`src/rtl/reset_sequencer_if.sv`:
```
// rtl/reset_sequencer_if.sv - soft-reset request in, sequenced resets and done out
interface reset_sequencer_if #(
  parameter int NUM_OUTPUTS = 4
) ();
  logic                   soft_reset_req;
  logic [NUM_OUTPUTS-1:0] reset_n;
  logic                   done;

  modport master (input soft_reset_req, output reset_n, output done);
  modport slave  (output soft_reset_req, input reset_n, input done);
endinterface

```
`src/rtl/reset_sequencer.sv`:
```
// rtl/reset_sequencer.sv - synchronised, held and ordered release of active-low resets
module reset_sequencer #(
  parameter int SYNC_STAGES = 3,
  parameter int MIN_HOLD    = 64,
  parameter int RELEASE_GAP = 16,
  parameter int NUM_OUTPUTS = 4
) (
  input  logic              clock,
  input  logic              ext_reset_n,
  input  logic              lock,
  reset_sequencer_if.master bus
);
  localparam int HOLD_W = (MIN_HOLD > 1) ? $clog2(MIN_HOLD) : 1;
  localparam int GAP_W  = (RELEASE_GAP > 1) ? $clog2(RELEASE_GAP) : 1;
  localparam int IDX_W  = (NUM_OUTPUTS > 1) ? $clog2(NUM_OUTPUTS) : 1;
  localparam logic [HOLD_W-1:0] HOLD_LAST = HOLD_W'(MIN_HOLD - 1);
  localparam logic [GAP_W-1:0]  GAP_LAST  = GAP_W'(RELEASE_GAP - 1);

  typedef enum logic [1:0] {S_RESET, S_HOLD, S_RELEASE, S_RUN} state_t;

  logic                   async_n;
  logic [SYNC_STAGES-1:0] sync_q;
  logic                   sync_ok;
  state_t                 state_q, state_d;
  logic [HOLD_W-1:0]      hold_cnt_q, hold_cnt_d;
  logic [GAP_W-1:0]       gap_cnt_q, gap_cnt_d;
  logic [IDX_W-1:0]       idx_q, idx_d;
  logic [NUM_OUTPUTS-1:0] reset_n_q, reset_n_d;
  logic                   done_q, done_d;

  // Lock loss counts as reset so downstream logic never runs on an unstable clock.
  assign async_n = ext_reset_n & lock;
  assign sync_ok = sync_q[SYNC_STAGES-1];

  always_ff @(posedge clock or negedge async_n) begin
    if (!async_n) begin
      sync_q <= '0;
    end else begin
      sync_q <= {sync_q[SYNC_STAGES-2:0], 1'b1};
    end
  end

  always_ff @(posedge clock or negedge async_n) begin
    if (!async_n) begin
      state_q    <= S_RESET;
      hold_cnt_q <= '0;
      gap_cnt_q  <= '0;
      idx_q      <= '0;
      reset_n_q  <= '0;
      done_q     <= 1'b0;
    end else begin
      state_q    <= state_d;
      hold_cnt_q <= hold_cnt_d;
      gap_cnt_q  <= gap_cnt_d;
      idx_q      <= idx_d;
      reset_n_q  <= reset_n_d;
      done_q     <= done_d;
    end
  end

  always_comb begin
    state_d    = state_q;
    hold_cnt_d = hold_cnt_q;
    gap_cnt_d  = gap_cnt_q;
    idx_d      = idx_q;
    reset_n_d  = reset_n_q;
    done_d     = done_q;
    case (state_q)
      S_RESET: begin
        if (sync_ok) begin
          state_d    = S_HOLD;
          hold_cnt_d = '0;
        end
      end
      S_HOLD: begin
        hold_cnt_d = hold_cnt_q + HOLD_W'(1);
        if (hold_cnt_q == HOLD_LAST) begin
          hold_cnt_d   = '0;
          reset_n_d    = '0;
          reset_n_d[0] = 1'b1;
          idx_d        = '0;
          gap_cnt_d    = '0;
          if (NUM_OUTPUTS == 1) begin
            state_d = S_RUN;
            done_d  = 1'b1;
          end else begin
            state_d = S_RELEASE;
          end
        end
      end
      S_RELEASE: begin
        gap_cnt_d = gap_cnt_q + GAP_W'(1);
        if (gap_cnt_q == GAP_LAST) begin
          gap_cnt_d = '0;
          idx_d     = idx_q + IDX_W'(1);
          for (int i = 1; i < NUM_OUTPUTS; i++) begin
            if (i == int'(idx_q) + 1) reset_n_d[i] = 1'b1;
          end
          if (int'(idx_q) + 2 == NUM_OUTPUTS) begin
            state_d = S_RUN;
            done_d  = 1'b1;
          end
        end
      end
      S_RUN: begin
      end
      default: state_d = S_RESET;
    endcase
    // Soft restart skips the synchroniser: the clock is already known good here.
    if (bus.soft_reset_req && state_q != S_RESET) begin
      state_d    = S_HOLD;
      hold_cnt_d = '0;
      gap_cnt_d  = '0;
      idx_d      = '0;
      reset_n_d  = '0;
      done_d     = 1'b0;
    end
  end

  assign bus.reset_n = reset_n_q;
  assign bus.done    = done_q;
endmodule

```
`src/flat_wrapper.sv`:
```
// flat-port wrapper written by rule: the top's interface ports become plain ports
module reset_sequencer_flat 
#(
  parameter int SYNC_STAGES = 3,
  parameter int MIN_HOLD    = 64,
  parameter int RELEASE_GAP = 16,
  parameter int NUM_OUTPUTS = 4
)
  (clock, ext_reset_n, lock, bus_soft_reset_req, bus_reset_n, bus_done);
  reset_sequencer_if #(.NUM_OUTPUTS(NUM_OUTPUTS)) bus_i ();
  input  logic clock;
  input  logic ext_reset_n;
  input  logic lock;
  input wire logic [$bits(bus_i.soft_reset_req)-1:0] bus_soft_reset_req;
  output wire logic [$bits(bus_i.reset_n)-1:0] bus_reset_n;
  output wire logic [$bits(bus_i.done)-1:0] bus_done;
  assign bus_i.soft_reset_req = bus_soft_reset_req;
  assign bus_reset_n = bus_i.reset_n;
  assign bus_done = bus_i.done;
  reset_sequencer #(.SYNC_STAGES(SYNC_STAGES), .MIN_HOLD(MIN_HOLD), .RELEASE_GAP(RELEASE_GAP), .NUM_OUTPUTS(NUM_OUTPUTS)) u_core (.clock(clock), .ext_reset_n(ext_reset_n), .lock(lock), .bus(bus_i));
endmodule
```
`config.mk`:
```
export PLATFORM = sky130hd
export DESIGN_NAME = reset_sequencer_flat
export DESIGN_NICKNAME = d
export VERILOG_FILES = /design/src/rtl/reset_sequencer_if.sv /design/src/rtl/reset_sequencer.sv /design/src/flat_wrapper.sv
export SDC_FILE = /design/constraint.sdc
export NUM_CORES = 1
export LEC_CHECK = 0
export ABC_AREA = 1
export BUFFER_PORTS_ARGS = -buffer_cell sky130_fd_sc_hd__clkbuf_2
export CAP_MARGIN = 40
export CORE_MARGIN = 8
export CORE_UTILIZATION = 39
export DETAILED_ROUTE_END_ITERATION = 12
export GPL_ROUTABILITY_DRIVEN = 0
export SLEW_MARGIN = 20
export SYNTH_ARGS = -nofsm -noshare
export SYNTH_HDL_FRONTEND = slang
export SYNTH_SLANG_ARGS = --single-unit
```
`constraint.sdc`:
```
create_clock -name clock -period 1.4 [get_ports clock]
set_input_delay 0.42 -clock clock [delete_from_list [all_inputs] [get_ports clock]]
set_output_delay 0.42 -clock clock [all_outputs]
set_load 0.1 [all_outputs]
```
Word-level counts from Yosys, hierarchy flattened
Index checks and enable logic that the tools add are counted.
- input bits: 4
- word-level logic and storage cells: 81
- flip-flop bits (word level): 22
- output and inout bits: 5
- mux-type cells: 30
- eq/ne operators: 15
- bitwise gates (word level): 1
- reductions and logical operators: 20
- add/subtract/negate cells: 5
- operators with widths (cell ; number):
    $eq 3x32->1 const A ; 2
    $eq 2x32->1 const A ; 1
    $eq 32x4->1 const B ; 1
    $ne 3x1->1 const B ; 7
    $mux 4 ; 5
    $mux 6 ; 3
    $mux 2 ; 8
    $pmux 6 s2 ; 1
    $reduce_and 4->1 ; 3
    $reduce_bool 2->1 ; 6
    $mux 1 ; 8
    $pmux 4 s2 ; 1
    $add 6x1->6 const B ; 1
    $eq 6x6->1 const B ; 1
    $pmux 2 s3 ; 1
    $pmux 3 s2 ; 1
    $reduce_and 2->1 ; 3
    $reduce_and 3->1 ; 2
    $reduce_bool 3->1 ; 2
    $reduce_and 5->1 ; 1
    $add 4x1->4 const B ; 1
    $eq 4x4->1 const B ; 1
    $pmux 2 s2 ; 1
    $reduce_bool 4->1 ; 1
    9 further kinds ; 9

Depth between registers and ports, before layout
- word-level depth: 6
- depth in mapped cells: 11
- depth with buffers taken out: 10

Worst setup path before layout
OpenSTA, ideal clock, no wires.
- kind: register -> register
- start point: register u_core.state_q[0]
- end point: register u_core.reset_n_q[1], in the netlist u_core.bus.reset_n[1]
- required time: 1.275 ns
- data arrival time: 1.377 ns
- cell stages (with the launch flop): 12
- clock period less this slack: 1.502 ns
- path buffers: 1
- library setup time: 0.125 ns
- path slack: -0.102 ns
- cell sequence: dfrtp_1 > inv_1 > ha_1 > inv_1 > nand2_4 > nand2_1 > nor2_2 > nor2_2 > buf_6 > nand2_1 > nand2_1 > o21ai_1
- cells in the longest elaborated chain, start to end: 4
- elaborated cells on any way between the ends: 11
- those cells by class: eq/ne (5); mux (2); reduce/logical (4)
- RTL lines (element ; RTL line ; RTL):
    start: declaration ; reset_sequencer.sv:24 ; state_t state_q, state_d;
    start signal: assignment ; reset_sequencer.sv:52 ; state_q <= state_d;
    $reduce_bool 2->1 ; reset_sequencer.sv:110 ; if (bus.soft_reset_req && state_q != S_RESET) begin
    $logic_and 1x1->1 ; reset_sequencer.sv:110 ;
    $ne 3x1->1 (no line) / $reduce_bool 3->1 (equally long branches) ; n/a ;
    $reduce_and 4->1 (no line) ; n/a ;
    end signal: assignment ; reset_sequencer.sv:56 ; reset_n_q <= reset_n_d;
    end: declaration ; reset_sequencer.sv:28 ; logic [NUM_OUTPUTS-1:0] reset_n_q, reset_n_d;
Several ways; a longest one is shown, not always the timed one.
A chain may end at the register's enable or synchronous reset.

Worst setup path after layout
- start point: register u_core.state_q[0]
- end point: register u_core.idx_q[0]
- cells in the longest elaborated chain, start to end: 4
- elaborated cells on any way between the ends: 10
- those cells by class: eq/ne (4); mux (2); reduce/logical (4)
- RTL lines (element ; RTL line ; RTL):
    $reduce_bool 2->1 ; reset_sequencer.sv:110 ;
    $logic_and 1x1->1 ; reset_sequencer.sv:110 ;
    $ne 3x1->1 (no line) / $reduce_bool 3->1 (equally long branches) ; n/a ;
    $reduce_and 3->1 (no line) ; n/a ;
    end signal: assignment ; reset_sequencer.sv:55 ; idx_q <= idx_d;
    end: declaration ; reset_sequencer.sv:27 ; logic [IDX_W-1:0] idx_q, idx_d;
Several ways; a longest one is shown, not always the timed one.

==> impl_metrics.py <==
metrics = {
    "finish": {
        "seq_area_um2": 550.5,
        "area_delta_synth_final_pct": 44.57,
        "fillers": 264,
        "diodes": 0,
        "drive_above_1_share_pct": 35.53,
        "multi_input_area_um2": 685.7,
        "nNetsFinal": 211,
        "fin_util_pct": 58.31,
    },
    "power_and_ir_drop": {
        "power_frac_comb_pct": 63.5,
        "p_leak_uw": 0.0008714,
        "p_sw_share_pct": 43.96,
        "p_int_uw": 1804,
        "power_uw": 3220,
        "sequentialPowerShare_pct": 25.3,
        "ir_drop_uv": 944.5,
        "clockPowerShare_pct": 11.2,
        "switchingPower_uw": 1416,
        "power_density_nw_per_um2": 1824,
    },
    "critical_path": {
        "required_ns": 1.61,
        "critPathSlowestCell": "dfrtp_1",
        "crit_buf_inv": 3,
        "crit_path_frequent_cell": "nand2_4",
        "critPathTopFamily": "simple AND/OR/NAND/NOR gates",
        "end_kind": "flip-flop",
        "rrSetupSlack_ns": -0.08,
        "max_stage_delay_ns": 0.40,
        "path_max_fanout": 4,
        "crit_arrival_ns": 1.69,
        "crit_type": "flip-flop to flip-flop",
        "crit_chain": "inv_2 > ha_4 > inv_2 > nand2_4 > nand2_4 > nor2_4 > nor2_2 > buf_6 > nand2_4 > nand2_1 > o21ai_0",
        "start_kind": "flip-flop",
    },
    "global_route": {
        "grt.total_usage_pct": 11.45,
        "grt_pass1_wl_um": 4747,
        "antenna_found_initial": 0,
        "overflow": 0,
        "grt_pass1_vias": 1093,
        "grt_start_max_net_pins": 23,
    },
    "cts": {
        "clock_latency_ns": 0.31,
        "cts-buffers-inserted": 3,
        "cts_hold_repair.buffers": 0,
        "clock_sinks": 22,
        "clk_path_buf_depth": 2,
        "htree_num_levels": 1,
        "clk_pin_slew_ns": 0.13,
        "root_buffer": "clkbuf_4",
        "cts_tree": "built",
    },
    "die": {
        "rows": 20,
        "io_pins": 9,
        "initial_utilization_pct": 40.33,
        "die-area_um2": 5178,
        "die_x_um": 71.96,
        "die_y_um": 71.96,
        "core_um2": 3028,
    },
    "timing": {
        "layout_setup_ws_ns": -0.07811,
        "period_share_pct": 105.6,
        "grt_setup_unrepaired": "yes",
        "fmax_mhz": 676.5,
        "fin_worst_skew_ns": 0.004383,
        "setup-violations-final": 13,
        "finalCriticalPeriod_ns": 1.478,
        "timing.setup.tns_ns": -0.4285,
        "slew_viol_final": 0,
        "hold_viol": 0,
    },
    "detailed_routing": {
        "drc": 0,
        "route.antenna.remaining_nets": 0,
        "wl_per_cell_um": 11.21,
        "firstDrtPassIters": 5,
        "finalWirelength_um": 2702,
        "vias": 1114,
        "viasPerCell": 4.622,
        "drt-initial-drc-count": 78,
    },
    "yosys": {
        "syn_inst": 158,
        "yosysWarnings": 0,
        "ys_seq_elements": 22,
        "synth_area_per_cell_um2": 7.729,
        "async_flop_share_pct": 100.0,
        "syn-num-nets": 171,
        "synthFlopType": "dfrtp_1",
        "synth_edf_count": 0,
        "synth_cell_types": 20,
        "synthesis.area_um2": 1221,
        "yosysSeqAreaShare_pct": 45.08,
    },
    "place": {
        "hpwl_um": 1969,
        "portBuffers": 8,
    },
    "flow_run": {
        "max_cap_violations": 0,
    },
    "outcome": {
        "violations": "setup timing",
        "outcome": "complete, but fails checks",
    },
    "worst_hold_path": {
        "holdCritPathClass": "primary input to asynchronous set/reset pin",
    },
}
[sequential cells by signal (all words and copies together), names as in the netlist]
signal and count:
u_core.gap_cnt_q 4, u_core.sync_q 3, u_core.bus.reset_n 4, u_core.hold_cnt_q 6, u_core.bus.done 1, u_core.state_q 2
u_core.idx_q 2
[cell type report]
cell class                 count  area share (%)
clock buffer                   4           2.055
sequential                    22           31.18
multi-input combinational    107           38.84
inverter                      28           5.953
tap                           44           3.118
timing repair buffer          36           18.85
[stage by stage]
step | worst slack [ns] | hold slack [ns] | cell area, µm² | std cells
2_1_floorplan | -0.002795 | 0.3312 | 1254 | 158
3_3_place_gp | -0.05798 | 0.3327 | 1585 | 232
3_5_place_dp | -0.08322 | 0.3373 | 1585 | 232
4_1_cts | -0.05843 | 0.1483 | 1719 | 240
5_1_grt | -0.1432 | 0.1714 | 1765 | 241
6_report | -0.07811 | 0.1327 | 1765 | 241
[path summary, 6_finish.rpt]
| check | depth (start not counted) | endpoint | from |
|---|---|---|---|
| max | 11 | u_core.idx_q[0]$_DFFE_PN0P_ | u_core.state_q[0]$_DFFE_PN0P_ |
| min | 4 | u_core.gap_cnt_q[3]$_DFFE_PN0P_ | lock |
| max reg2reg | 11 | u_core.idx_q[0]$_DFFE_PN0P_ | u_core.state_q[0]$_DFFE_PN0P_ |
| min reg2reg | 0 | u_core.sync_q[2]$_DFF_PN0_ | u_core.sync_q[1]$_DFF_PN0_ |
| max in group asynchronous | 4 | u_core.state_q[1]$_DFFE_PN0P_ | ext_reset_n |
| min in group clock | 0 | u_core.sync_q[2]$_DFF_PN0_ | u_core.sync_q[1]$_DFF_PN0_ |
[cell families after synthesis]
group	count (synthesis)	synth area share, %
AND/OR/NAND/NOR	76	26.95
buffers and inverters	29	9.529
flip-flops	22	45.08
AO/OA/AOI/OAI	21	8.914
adder cells (fa/ha/maj)	9	9.221
other	1	0.3071
[cells in the final DEF, fill, tap and decap left out, types with 2 or more instances in the layout]
| cell type | count |
|---|---|
| o21ai_1 | 8 |
| inv_2 | 5 |
| nand3_1 | 6 |
| o21ai_0 | 5 |
| buf_12 | 5 |
| clkbuf_2 | 3 |
| nor2_1 | 18 |
| nand4_1 | 3 |
| ha_1 | 6 |
| nand2_4 | 5 |
| ha_4 | 3 |
| nor2_4 | 3 |
| buf_6 | 2 |
| inv_1 | 23 |
| clkbuf_4 | 3 |
| a21oi_1 | 6 |
| nand2_2 | 6 |
| buf_4 | 26 |
| nor2_2 | 5 |
| nand2_1 | 26 |
| dfrtp_1 | 22 |
[metal layers]
layer	GRT usage, %	vias to the layer above	routed length, µm
met4	4.762	0	48
met5	0	-	0
met3	3.030	5	122
met1	13.78	522	1231
li1	-	570	-
met2	18.83	17	1300
[Yosys cell counts (all sizes together), types with 3 or more instances]
| library cell | count | share of area (%) |
|---|---|---|
| ha | 9 | 9.2 |
| nand2 | 37 | 12 |
| nand3 | 8 | 3.7 |
| nand4 | 3 | 1.5 |
| a21oi | 6 | 2.5 |
| dfrtp | 22 | 45 |
| nor2 | 26 | 8.6 |
| inv | 28 | 8.6 |
| o21ai | 13 | 5.3 |
[power groups by stage]
stage	registers, µW	clock network [µW]	logic (µW)
floorplan	935	0	914
global placement	822	0	1570
detailed placement	828	0	1600
CTS	813	371	1890
global route	826	389	2270
finish	814	362	2040
[repair_timing]
| action | 4_1_cts | 5_1_grt |
|---|---|---|
| setup endpoints to repair | 15 | 19 |
| resized for setup | 19 | 13 |
| pin swaps | 4 | 5 |
| buffers inserted | 4 | 1 |
[worst reg2reg max path: stages, from the launching register on]
cell	delay, ns
dfrtp_1	0.40
inv_2	0.08
ha_4	0.16
inv_2	0.06
nand2_4	0.08
nand2_4	0.08
nor2_4	0.04
nor2_2	0.15
buf_6	0.14
nand2_4	0.06
nand2_1	0.05
o21ai_0	0.07
(Power assumes the default switching activity.)
